### config.mk
export PLATFORM = sky130hd
export DESIGN_NAME = resp_token_matcher_flat
export DESIGN_NICKNAME = d
export VERILOG_FILES = /design/src/rtl/resp_token_matcher_if.sv /design/src/rtl/resp_token_matcher.sv /design/src/flat_wrapper.sv
export SDC_FILE = /design/constraint.sdc
export NUM_CORES = 1
export LEC_CHECK = 0
export BUFFER_PORTS_ARGS = -buffer_cell sky130_fd_sc_hd__buf_4
export CORE_MARGIN = 2
export CORE_UTILIZATION = 61
export DETAILED_ROUTE_END_ITERATION = 12
export PLACE_DENSITY = 0.83
export SLEW_MARGIN = 20
export SYNTH_ARGS = -nofsm -noshare
export SYNTH_HDL_FRONTEND = slang
export SYNTH_SLANG_ARGS = --single-unit
### constraint.sdc
create_clock -name iCLK -period 2.7 [get_ports iCLK]
set_input_delay 0.54 -clock iCLK [delete_from_list [all_inputs] [get_ports iCLK]]
set_output_delay 0.54 -clock iCLK [all_outputs]
set_load 0.01 [all_outputs]
### src/rtl/resp_token_matcher_if.sv
// Byte-stream input and match-report output bundle of the UART response recogniser.
// The slave side is the recogniser; the master side feeds bytes and consumes results.
interface resp_token_matcher_if #(
  parameter int NUM_PAT = 2
);
  logic               RECEIVE_END;
  logic [7:0]         rxd;
  logic               arm;
  logic               match_pulse;
  logic [1:0]         match_id;
  logic [NUM_PAT-1:0] match_sticky;
  logic               busy;
  logic               timeout;

  modport master (
    output RECEIVE_END, rxd, arm,
    input  match_pulse, match_id, match_sticky, busy, timeout
  );

  modport slave (
    input  RECEIVE_END, rxd, arm,
    output match_pulse, match_id, match_sticky, busy, timeout
  );
endinterface

### src/rtl/resp_token_matcher.sv
// Parallel fixed-string recogniser for a UART byte stream with sticky per-pattern flags
// and an inter-byte timeout that abandons partial matches.
module resp_token_matcher #(
  parameter int                             NUM_PAT     = 2,
  parameter int                             MAX_LEN     = 8,
  parameter logic [NUM_PAT*MAX_LEN*8-1:0]   PATS        = {8'h00, "\n\rRORRE", 32'h0, "\n\rKO"},
  parameter logic [NUM_PAT*4-1:0]           LENS        = {4'd7, 4'd4},
  parameter int                             TIMEOUT_CYC = 50000
) (
  input  logic                 iCLK,
  input  logic                 RST_n,
  resp_token_matcher_if.slave  bus
);

  localparam int CNT_W = (TIMEOUT_CYC > 1) ? $clog2(TIMEOUT_CYC) : 1;

  logic [3:0]         idx_reg [NUM_PAT];
  logic [NUM_PAT-1:0] complete;
  logic [NUM_PAT-1:0] active_next;
  logic               tmo_fire;

  logic               match_pulse_reg;
  logic [1:0]         match_id_reg;
  logic [1:0]         match_id_next;
  logic [NUM_PAT-1:0] sticky_reg;
  logic               busy_reg;
  logic               timeout_reg;

  genvar gi;
  generate
    for (gi = 0; gi < NUM_PAT; gi++) begin : g_pat
      localparam logic [3:0] LEN = LENS[gi*4 +: 4];

      logic [7:0] cur_byte;
      logic [7:0] first_byte;
      logic [3:0] idx_next;
      logic       complete_p;

      assign first_byte = PATS[gi*MAX_LEN*8 +: 8];

      always_comb begin
        cur_byte = first_byte;
        for (int k = 0; k < MAX_LEN; k++) begin
          if (idx_reg[gi] == 4'(k)) cur_byte = PATS[(gi*MAX_LEN+k)*8 +: 8];
        end
      end

      // Mismatch restarts from scratch, re-using the byte only as a fresh first char
      always_comb begin
        idx_next   = idx_reg[gi];
        complete_p = 1'b0;
        if (LEN == 4'd0) begin
          idx_next = 4'd0;
        end else if (bus.RECEIVE_END) begin
          if (bus.rxd == cur_byte) begin
            if (idx_reg[gi] == LEN - 4'd1) begin
              idx_next   = 4'd0;
              complete_p = 1'b1;
            end else begin
              idx_next = idx_reg[gi] + 4'd1;
            end
          end else begin
            idx_next = (bus.rxd == first_byte) ? 4'd1 : 4'd0;
          end
        end else if (tmo_fire) begin
          idx_next = 4'd0;
        end
      end

      assign complete[gi]    = complete_p;
      assign active_next[gi] = (idx_next != 4'd0);

      always_ff @(posedge iCLK or negedge RST_n) begin
        if (!RST_n) idx_reg[gi] <= 4'd0;
        else        idx_reg[gi] <= idx_next;
      end
    end

    if (TIMEOUT_CYC > 0) begin : g_tmo
      logic [CNT_W-1:0] cnt_reg;

      // A byte arriving on the expiry cycle takes precedence over the timeout
      assign tmo_fire = busy_reg && !bus.RECEIVE_END && (cnt_reg == CNT_W'(TIMEOUT_CYC - 1));

      always_ff @(posedge iCLK or negedge RST_n) begin
        if (!RST_n)
          cnt_reg <= '0;
        else if (bus.RECEIVE_END || tmo_fire || !busy_reg)
          cnt_reg <= '0;
        else
          cnt_reg <= cnt_reg + 1'b1;
      end
    end else begin : g_no_tmo
      assign tmo_fire = 1'b0;
    end
  endgenerate

  always_comb begin
    match_id_next = 2'd0;
    for (int p = NUM_PAT - 1; p >= 0; p--) begin
      if (complete[p]) match_id_next = 2'(p);
    end
  end

  always_ff @(posedge iCLK or negedge RST_n) begin
    if (!RST_n) begin
      match_pulse_reg <= 1'b0;
      match_id_reg    <= 2'd0;
      sticky_reg      <= '0;
      busy_reg        <= 1'b0;
      timeout_reg     <= 1'b0;
    end else begin
      match_pulse_reg <= |complete;
      match_id_reg    <= match_id_next;
      sticky_reg      <= complete | (bus.arm ? sticky_reg : '0);
      busy_reg        <= |active_next;
      timeout_reg     <= tmo_fire;
    end
  end

  assign bus.match_pulse  = match_pulse_reg;
  assign bus.match_id     = match_id_reg;
  assign bus.match_sticky = sticky_reg;
  assign bus.busy         = busy_reg;
  assign bus.timeout      = timeout_reg;

endmodule

### src/flat_wrapper.sv
// flat-port wrapper written by rule: the top's interface ports become plain ports
module resp_token_matcher_flat 
#(
  parameter int                             NUM_PAT     = 2,
  parameter int                             MAX_LEN     = 8,
  parameter logic [NUM_PAT*MAX_LEN*8-1:0]   PATS        = {8'h00, "         ", 32'h0, "      "},
  parameter logic [NUM_PAT*4-1:0]           LENS        = {4'd7, 4'd4},
  parameter int                             TIMEOUT_CYC = 50000
)
  (iCLK, RST_n, bus_RECEIVE_END, bus_rxd, bus_arm, bus_match_pulse, bus_match_id, bus_match_sticky, bus_busy, bus_timeout);
  resp_token_matcher_if #(.NUM_PAT(NUM_PAT)) bus_i ();
  input  logic iCLK;
  input  logic RST_n;
  input wire logic [$bits(bus_i.RECEIVE_END)-1:0] bus_RECEIVE_END;
  input wire logic [$bits(bus_i.rxd)-1:0] bus_rxd;
  input wire logic [$bits(bus_i.arm)-1:0] bus_arm;
  output wire logic [$bits(bus_i.match_pulse)-1:0] bus_match_pulse;
  output wire logic [$bits(bus_i.match_id)-1:0] bus_match_id;
  output wire logic [$bits(bus_i.match_sticky)-1:0] bus_match_sticky;
  output wire logic [$bits(bus_i.busy)-1:0] bus_busy;
  output wire logic [$bits(bus_i.timeout)-1:0] bus_timeout;
  assign bus_i.RECEIVE_END = bus_RECEIVE_END;
  assign bus_i.rxd = bus_rxd;
  assign bus_i.arm = bus_arm;
  assign bus_match_pulse = bus_i.match_pulse;
  assign bus_match_id = bus_i.match_id;
  assign bus_match_sticky = bus_i.match_sticky;
  assign bus_busy = bus_i.busy;
  assign bus_timeout = bus_i.timeout;
  resp_token_matcher #(.NUM_PAT(NUM_PAT), .MAX_LEN(MAX_LEN), .PATS(PATS), .LENS(LENS), .TIMEOUT_CYC(TIMEOUT_CYC)) u_core (.iCLK(iCLK), .RST_n(RST_n), .bus(bus_i));
endmodule
==> results of run 1 <==
## worst max path at each step
stage,start,endpoint,cells after the start
2_1_floorplan,bus_rxd[4],u_core.bus.match_id[0]$_DFF_PN0_,5
3_3_place_gp,bus_rxd[4],u_core.bus.match_id[0]$_DFF_PN0_,6
3_5_place_dp,bus_rxd[4],u_core.bus.match_id[0]$_DFF_PN0_,6
4_1_cts,u_core.g_tmo.cnt_reg[0]$_DFF_PN0_,u_core.g_tmo.cnt_reg[12]$_DFF_PN0_,6
5_1_grt,u_core.g_tmo.cnt_reg[0]$_DFF_PN0_,u_core.g_tmo.cnt_reg[5]$_DFF_PN0_,6
6_report,u_core.g_tmo.cnt_reg[0]$_DFF_PN0_,u_core.g_tmo.cnt_reg[12]$_DFF_PN0_,6
## cell families (layout without fill, tap and decap cells)
group                      Yosys count  after routing
xor gates and xnor gates            15             15
other                                1              1
AOI/OAI and AO/OA                   30             30
muxes                                2              2
adders and majority gates            3              3
buffers and inverters               12             30
and+or+nand+nor                     79             79
DFF                                 30             30
## layout make-up
cell class                      instances  area, um^2
Clock buffer                            8        78.8
Inverter                                5        18.8
Multi-Input combinational cell        130         813
Tap cell                               30        37.5
Fill cell                             181         673
Sequential cell                        30         751
Timing Repair Buffer                   17         128
## critical path, stage by stage, from the launching register on
cell	delay, ps
sky130_fd_sc_hd__dfrtp_1	400
sky130_fd_sc_hd__ha_1	240
sky130_fd_sc_hd__nand3_2	100
sky130_fd_sc_hd__nand4bb_1	240
sky130_fd_sc_hd__o41a_1	550
sky130_fd_sc_hd__nand2_1	440
sky130_fd_sc_hd__nor2_1	110
## per-layer routing
| metal | routed length [um] | global-route usage | part of all wire |
|---|---|---|---|
| met4 | 88 | 0.122 | 0.027 |
| met5 | 0 | 0 | 0 |
| met1 | 1390 | 0.304 | 0.43 |
| met2 | 1550 | 0.362 | 0.48 |
| met3 | 177 | 0.0744 | 0.055 |
## metrics by stage
step                power (mW)  hold WS [ps]
floorplan                0.474           244
global placement         0.494           467
detailed placement       0.495           472
CTS                      0.829           107
global route             0.854           127
finish                   0.818           117
## cells in the final DEF (no fill, tap or decap), types with 3 or more instances in the layout
cell type	n
sky130_fd_sc_hd__xnor2_1	6
sky130_fd_sc_hd__a211oi_1	3
sky130_fd_sc_hd__nand4_1	5
sky130_fd_sc_hd__a21o_1	3
sky130_fd_sc_hd__clkbuf_4	5
sky130_fd_sc_hd__nor4_1	4
sky130_fd_sc_hd__a21oi_1	5
sky130_fd_sc_hd__xor2_1	9
sky130_fd_sc_hd__nand2_1	19
sky130_fd_sc_hd__inv_1	4
sky130_fd_sc_hd__clkbuf_8	3
sky130_fd_sc_hd__ha_1	3
sky130_fd_sc_hd__nor2_1	22
sky130_fd_sc_hd__nand3_1	9
sky130_fd_sc_hd__buf_4	17
sky130_fd_sc_hd__dfrtp_1	30
sky130_fd_sc_hd__o21ai_0	7
## power by group
group | switching (mW) | internal, mW
sequential | 0.000511 | 0.449
combinational | 0.0214 | 0.0151
clock | 0.154 | 0.178
total | 0.176 | 0.642
==> impl_summary.log, run 1 <==
[metrics] run status: completed
[metrics] Worst VDD drop: 0.000467 V
[metrics] wire length of the first global-routing pass: 5630 um
[metrics] mean routed wirelength per cell: 14.6 um
[metrics] Lkg Pwr: 0.806 nW
[metrics] post-synthesis share of cell area spent on and, or, nand and nor gates: 0.253
[metrics] Chip Width: 55.6 um
[metrics] dominant combinational cell family by area after synthesis: simple AND/OR/NAND/NOR gates
[metrics] combined global-route utilization of all metal layers: 0.237
[metrics] cells on worst reg2reg path: 6
[metrics] count of flip-flops with a built-in enable after synthesis: 0
[metrics] final core area utilization: 0.731
[metrics] Worst R2R End: u_core.g_tmo.cnt_reg[12]$_DFF_PN0_
[metrics] actual slew at the worst max-slew pin: 564 ps
[metrics] number of buffers added to fix hold violations after cts: 0
[metrics] Synth top cells by count: 30 x sky130_fd_sc_hd__dfrtp_1, 22 x sky130_fd_sc_hd__nor2_1, 19 x sky130_fd_sc_hd__nand2_1
[metrics] area of the die: 3090 um^2
[metrics] number of antenna violations at the first check in global routing: 0
[metrics] share of the synthesized netlist area taken by xor and xnor gates: 0.0810
[metrics] count of unique library cells instantiated by Yosys: 47
[metrics] summed instance area of the synthesized netlist: 1620 um^2
[metrics] Worst Setup Path Type: reg -> reg
[metrics] number of buffers added by the clock tree synthesis step: 5
[metrics] DRC viols: 0
[metrics] overall routed net length: 3210 um
[metrics] power per cell area: 448 nW/um^2
[metrics] headroom to the max-slew limit: 0.620
[metrics] largest cells by area after synthesis: sky130_fd_sc_hd__dfrtp_1 46%, sky130_fd_sc_hd__nor2_1 5.1%, sky130_fd_sc_hd__xor2_1 4.9%, sky130_fd_sc_hd__nand2_1 4.4%, sky130_fd_sc_hd__xnor2_1 3.2%
[metrics] Max Clock Freq: 0.452 GHz
[metrics] flip-flop and latch count after synthesis: 30
[metrics] final setup violation count: 0
[metrics] RePlAce Congestion: 0.870
[metrics] number of max-slew violations in the final report: 0
[metrics] max-capacitance violation count: 0
[metrics] number of global-route vias before repair: 1277
[metrics] First DRT Iteration DRCs: 28
[metrics] synthesized area divided by synthesized cell count: 9.43 um^2
[metrics] share of layout cells above drive strength 1: 0.179
[metrics] CTS root buffer: sky130_fd_sc_hd__clkbuf_4
[metrics] area of placed instances: 1750 um^2
[metrics] startpoint type of the worst setup path: flip-flop
[metrics] multiplexer share of the synthesized area: 0.0123
[metrics] grt ovf: 0
[metrics] worst flop-to-flop path startpoint: u_core.g_tmo.cnt_reg[0]$_DFF_PN0_
[metrics] number of port buffers: 17
[metrics] crit path max fanout: 15
[metrics] CTS tree: done
[metrics] post-CTS setup buffer count: 0
[metrics] leading register cell type out of synthesis: sky130_fd_sc_hd__dfrtp_1
[metrics] data required time at the worst endpoint: 2910 ps
[metrics] compound-cell area share of the yosys netlist: 0.130
[metrics] antenna cell count: 0
[metrics] Fin Setup TNS: 0 ps
[metrics] post-synth net total: 187
[metrics] top-area cell type share of the netlist area: 0.463
[metrics] height of the die: 55.6 um
[metrics] clock tree sinks: 30
[metrics] cell total after placement: 212
[metrics] final critical-path share of the clock period: 0.820
[metrics] vias after detailed routing: 1332
[metrics] count of antenna-violating nets left after detailed routing: 0
[metrics] final design area excluding fillers: 1830 um^2
[metrics] worst slack after detailed placement: 437 ps
[metrics] flip-flop count of the largest register, all copies and words added: 16
[metrics] half-perimeter wire length of the detailed placement result: 2330 um
[metrics] RSZ-0062 raised after global routing: false
[metrics] number of hold violations in the final report: 0
[metrics] Post-CTS Resized: 0
[metrics] H-Tree Level Count: 2
[metrics] clock transition at the registers of the reported paths: 90 ps
[metrics] Clock Latency Late Sink: 330 ps
[metrics] clock period minus final worst setup slack: 2210 ps
[metrics] element type at the critical path end: flip-flop
[metrics] area share of fa/ha/maj cells after synthesis: 0.0231
[metrics] share of flip-flops with an asynchronous set or reset: 1.00
[metrics] worst clock skew: 4.95 ps
[metrics] placeable core region: 2500 um^2
[metrics] count leader, synth: sky130_fd_sc_hd__dfrtp_1
[metrics] first-pass detailed-route iteration total: 4
[metrics] count of nets after finishing: 204
[metrics] minimum setup slack in the final design: 487 ps
[metrics] standard-cell row count: 18
[metrics] CTS max path bufs: 2
[metrics] Initial Utilization: 0.649
[metrics] dominant cell type by area after synthesis: sky130_fd_sc_hd__dfrtp_1
[metrics] signed area change from the synthesized netlist to the final layout: 12.6%
[metrics] Synth Warn #: 0
[metrics] reg-to-reg setup timing slack: 490 ps
[metrics] pin count of the biggest net entering global routing: 31
[metrics] fraction of the yosys area taken by sequential cells: 0.463
[metrics] worst min path class: in -> async
[metrics] post-layout instance count excluding filler cells: 220
[metrics] Vias/cell: 6.05
[metrics] Mapped Cells: 172
[metrics] I/O pin cnt: 19
[metrics] endpoint arrival time on the critical path: 2420 ps
No activity file was read; power rests on OpenSTA's default activity.
==> run 2, diff against run 1 <==
--- a/config.mk
+++ b/config.mk
@@ -5,11 +5,12 @@
 export SDC_FILE = /design/constraint.sdc
 export NUM_CORES = 1
 export LEC_CHECK = 0
+export ABC_AREA = 1
 export BUFFER_PORTS_ARGS = -buffer_cell sky130_fd_sc_hd__buf_4
 export CORE_MARGIN = 2
-export CORE_UTILIZATION = 61
+export CORE_UTILIZATION = 58
 export DETAILED_ROUTE_END_ITERATION = 12
-export PLACE_DENSITY = 0.83
+export PLACE_DENSITY = 0.79
 export SLEW_MARGIN = 20
 export SYNTH_ARGS = -nofsm -noshare
 export SYNTH_HDL_FRONTEND = slang
==> constraint.sdc (replaced) <==
create_clock -name iCLK -period 2.13 [get_ports iCLK]
set_input_delay 0.426 -clock iCLK [delete_from_list [all_inputs] [get_ports iCLK]]
set_output_delay 0.426 -clock iCLK [all_outputs]
set_load 0.01 [all_outputs]
==> impl_summary.log, run 2 <==
[metrics] run status: completed
[metrics] endpoint arrival time on the critical path: 2020 ps
[metrics] final core area utilization: 0.694
[metrics] grt ovf: 0
[metrics] clock network power share: 0.360
[metrics] First DRT Iteration DRCs: 81
[metrics] signed area change from the synthesized netlist to the final layout: 12.5%
[metrics] count leader, synth: sky130_fd_sc_hd__nand2_1
[metrics] CTS max path bufs: 2
[metrics] worst clock skew: 4.32 ps
[metrics] power per cell area: 494 nW/um^2
[metrics] top-area cell type share of the netlist area: 0.434
[metrics] count of antenna-violating nets left after detailed routing: 0
[metrics] wire length of the first global-routing pass: 5840 um
[metrics] element type at the critical path end: flip-flop
[metrics] Fin Setup TNS: 0 ps
[metrics] critical-path cell list: ha_1 -> nand3_2 -> nor2_2 -> nand3_4 -> nand3_2 -> inv_1 -> o21ai_0 -> a21oi_1
[metrics] clock tree sinks: 30
[metrics] most frequent cells in the layout: 53 x sky130_fd_sc_hd__nand2_1, 34 x sky130_fd_sc_hd__inv_1, 30 x sky130_fd_sc_hd__dfrtp_1, 27 x sky130_fd_sc_hd__nor2_1, 20 x sky130_fd_sc_hd__nand3_1
[metrics] vias after detailed routing: 1410
[metrics] Worst VDD drop: 0.000385 V
[metrics] cell-internal power: 0.747 mW
[metrics] fraction of the yosys area taken by sequential cells: 0.434
[metrics] most frequent cell on the critical path: sky130_fd_sc_hd__nand3_2
[metrics] Chip Width: 58.6 um
[metrics] DRC viols: 0
[metrics] pin count of the biggest net entering global routing: 31
[metrics] placeable core region: 2810 um^2
[metrics] Buf/Inv on CP: 1
[metrics] crit path max fanout: 12
[metrics] I/O pin cnt: 19
[metrics] power after layout: 0.962 mW
[metrics] Mapped Cells: 223
[metrics] Synth top cells by count: 53 x sky130_fd_sc_hd__nand2_1, 34 x sky130_fd_sc_hd__inv_1, 30 x sky130_fd_sc_hd__dfrtp_1
[metrics] largest cells by area after synthesis: sky130_fd_sc_hd__dfrtp_1 43%, sky130_fd_sc_hd__nand2_1 11%, sky130_fd_sc_hd__inv_1 7.4%, sky130_fd_sc_hd__nor2_1 5.9%, sky130_fd_sc_hd__nand3_1 5.8%
[metrics] number of antenna violations at the first check in global routing: 0
[metrics] summed instance area of the synthesized netlist: 1730 um^2
[metrics] final design area excluding fillers: 1950 um^2
[metrics] worst min path class: in -> reg
[metrics] combined global-route utilization of all metal layers: 0.232
[metrics] flip-flop count of the largest register, all copies and words added: 16
[metrics] post-synth net total: 238
[metrics] reported net switching power: 0.214 mW
[metrics] most common library cell in the layout ignoring fill and taps: sky130_fd_sc_hd__nand2_1
[metrics] max-capacitance violation count: 0
[metrics] half-perimeter wire length of the detailed placement result: 2460 um
[metrics] H-Tree Level Count: 2
[metrics] area of placed instances: 1880 um^2
[metrics] count of nets after finishing: 260
[metrics] power share of the combinational group: 0.047
[metrics] Worst Setup Path Type: reg -> reg
[metrics] final setup violation count: 0
[metrics] Vias/cell: 5.09
[metrics] count of flip-flops with a built-in enable after synthesis: 0
[metrics] number of global-route vias before repair: 1386
[metrics] startpoint type of the worst setup path: flip-flop
[metrics] area of the die: 3440 um^2
[metrics] data required time at the worst endpoint: 2390 ps
[metrics] Critical-path top delay cell: sky130_fd_sc_hd__dfrtp_1
[metrics] number of port buffers: 17
[metrics] proportion of power drawn by flip-flops and latches: 0.592
[metrics] CTS tree: done
[metrics] antenna cell count: 0
[metrics] CTS root buffer: sky130_fd_sc_hd__clkbuf_4
[metrics] Largest delay share family, worst path: simple AND/OR/NAND/NOR gates
[metrics] Synth Warn #: 0
[metrics] final critical-path share of the clock period: 0.826
[metrics] mean routed wirelength per cell: 11.8 um
[metrics] overall routed net length: 3260 um
[metrics] post-CTS setup buffer count: 0
[metrics] Max Clock Freq: 0.568 GHz
[metrics] Lkg Pwr: 1.05 nW
[metrics] number of hold violations in the final report: 0
[metrics] Initial Utilization: 0.617
[metrics] synthesized area divided by synthesized cell count: 7.77 um^2
[metrics] RSZ-0062 raised after global routing: false
[metrics] height of the die: 58.6 um
[metrics] standard-cell row count: 19
[metrics] slowest stage delay, CP: 420 ps
[metrics] number of max-slew violations in the final report: 0
[metrics] clock period minus final worst setup slack: 1760 ps
[metrics] count of unique library cells instantiated by Yosys: 29
[metrics] number of buffers added by the clock tree synthesis step: 5
[metrics] share of flip-flops with an asynchronous set or reset: 1.00
[metrics] fraction of power spent switching nets: 0.223
[metrics] share of layout cells above drive strength 1: 0.179
[metrics] clock transition at the registers of the reported paths: 90 ps
[metrics] leading register cell type out of synthesis: sky130_fd_sc_hd__dfrtp_1
[metrics] Clock Latency Late Sink: 330 ps
[metrics] RePlAce Congestion: 0.785
[metrics] first-pass detailed-route iteration total: 4
[metrics] dominant cell type by area after synthesis: sky130_fd_sc_hd__dfrtp_1
[metrics] flip-flop and latch count after synthesis: 30
run 2: changes by cell type in the layout (fill, tap and decap cells not counted), moves of 5 or more:
cell	previous run	this run
sky130_fd_sc_hd__inv_1	4	34
sky130_fd_sc_hd__nor2_1	22	27
sky130_fd_sc_hd__nor2_2	0	5
sky130_fd_sc_hd__nand3_1	9	20
sky130_fd_sc_hd__xnor2_1	6	0
sky130_fd_sc_hd__nand2_1	19	53
run 2: path summary, 6_finish.rpt:
kind                                                      start                                   end  slack (ps)  depth (start not counted)
max                           u_core.g_tmo.cnt_reg[0]$_DFF_PN0_     u_core.g_tmo.cnt_reg[9]$_DFF_PN0_         370                          8
min                                                     bus_arm  u_core.bus.match_sticky[1]$_DFF_PN0_         300                          3
max reg2reg                   u_core.g_tmo.cnt_reg[0]$_DFF_PN0_     u_core.g_tmo.cnt_reg[9]$_DFF_PN0_         370                          8
min reg2reg                u_core.bus.match_sticky[1]$_DFF_PN0_  u_core.bus.match_sticky[1]$_DFF_PN0_         500                          2
max in group asynchronous                                 RST_n           u_core.idx_reg[4]$_DFF_PN0_        1310                          2
min in group asynchronous                                 RST_n    u_core.g_tmo.cnt_reg[13]$_DFF_PN0_         550                          2
run 2: kinds of logic (layout without fill, tap and decap cells):
logic type / Yosys count / count (layout) / synth area share
and+or+nand+nor: 133 / 133 / 0.386
buffers and inverters: 38 / 61 / 0.0874
DFF: 30 / 30 / 0.434
AOI/OAI and AO/OA: 11 / 11 / 0.0340
xor gates and xnor gates: 7 / 7 / 0.0354
adders and majority gates: 3 / 3 / 0.0217
other: 1 / 1 / 0.00217
run 2: per-layer routing:
layer	global-route usage	wire [um]	share of wire
met5	0	0	0
met4	0.123	75	0.023
met2	0.352	1380	0.42
met3	0.0681	202	0.062
met1	0.302	1610	0.49
run 2: power groups by stage:
| stage | Clock (mW) | Sequential, mW | Combinational [mW] |
|---|---|---|---|
| 2_1_floorplan | 0 | 0.581 | 0.0171 |
| 3_3_place_gp | 0 | 0.581 | 0.0439 |
| 3_5_place_dp | 0 | 0.581 | 0.0453 |
| 4_1_cts | 0.362 | 0.570 | 0.0468 |
| 5_1_grt | 0.384 | 0.570 | 0.0527 |
| 6_report | 0.347 | 0.570 | 0.0454 |
run 2: cell type report:
type / instances / area [um^2]
Sequential cell: 30 / 751
Timing Repair Buffer: 18 / 138
Fill cell: 257 / 857
Tap cell: 31 / 38.8
Inverter: 35 / 131
Multi-Input combinational cell: 155 / 830
Clock buffer: 7 / 55.1
Clock inverter: 1 / 5.00
run 2: worst min-delay path: stages:
cell                      delay, ps
sky130_fd_sc_hd__buf_4           80
sky130_fd_sc_hd__nand2_1         40
sky130_fd_sc_hd__nand2_1         50
run 2: timing repair:
| action | CTS | global route |
|---|---|---|
| endpoints found under the hold margin | 5 | 0 |
| hold buffers | 1 | 0 |
| setup endpoints to repair | 0 | 0 |
| resized for setup | 0 | 0 |
run 2: stage by stage:
stage          hold WS [ps]  cells  worst slack [ps]
2_1_floorplan           130    223               686
3_3_place_gp            369    268               465
3_5_place_dp            372    268               396
4_1_cts                 278    277               377
5_1_grt                 275    277               238
6_report                298    277               370
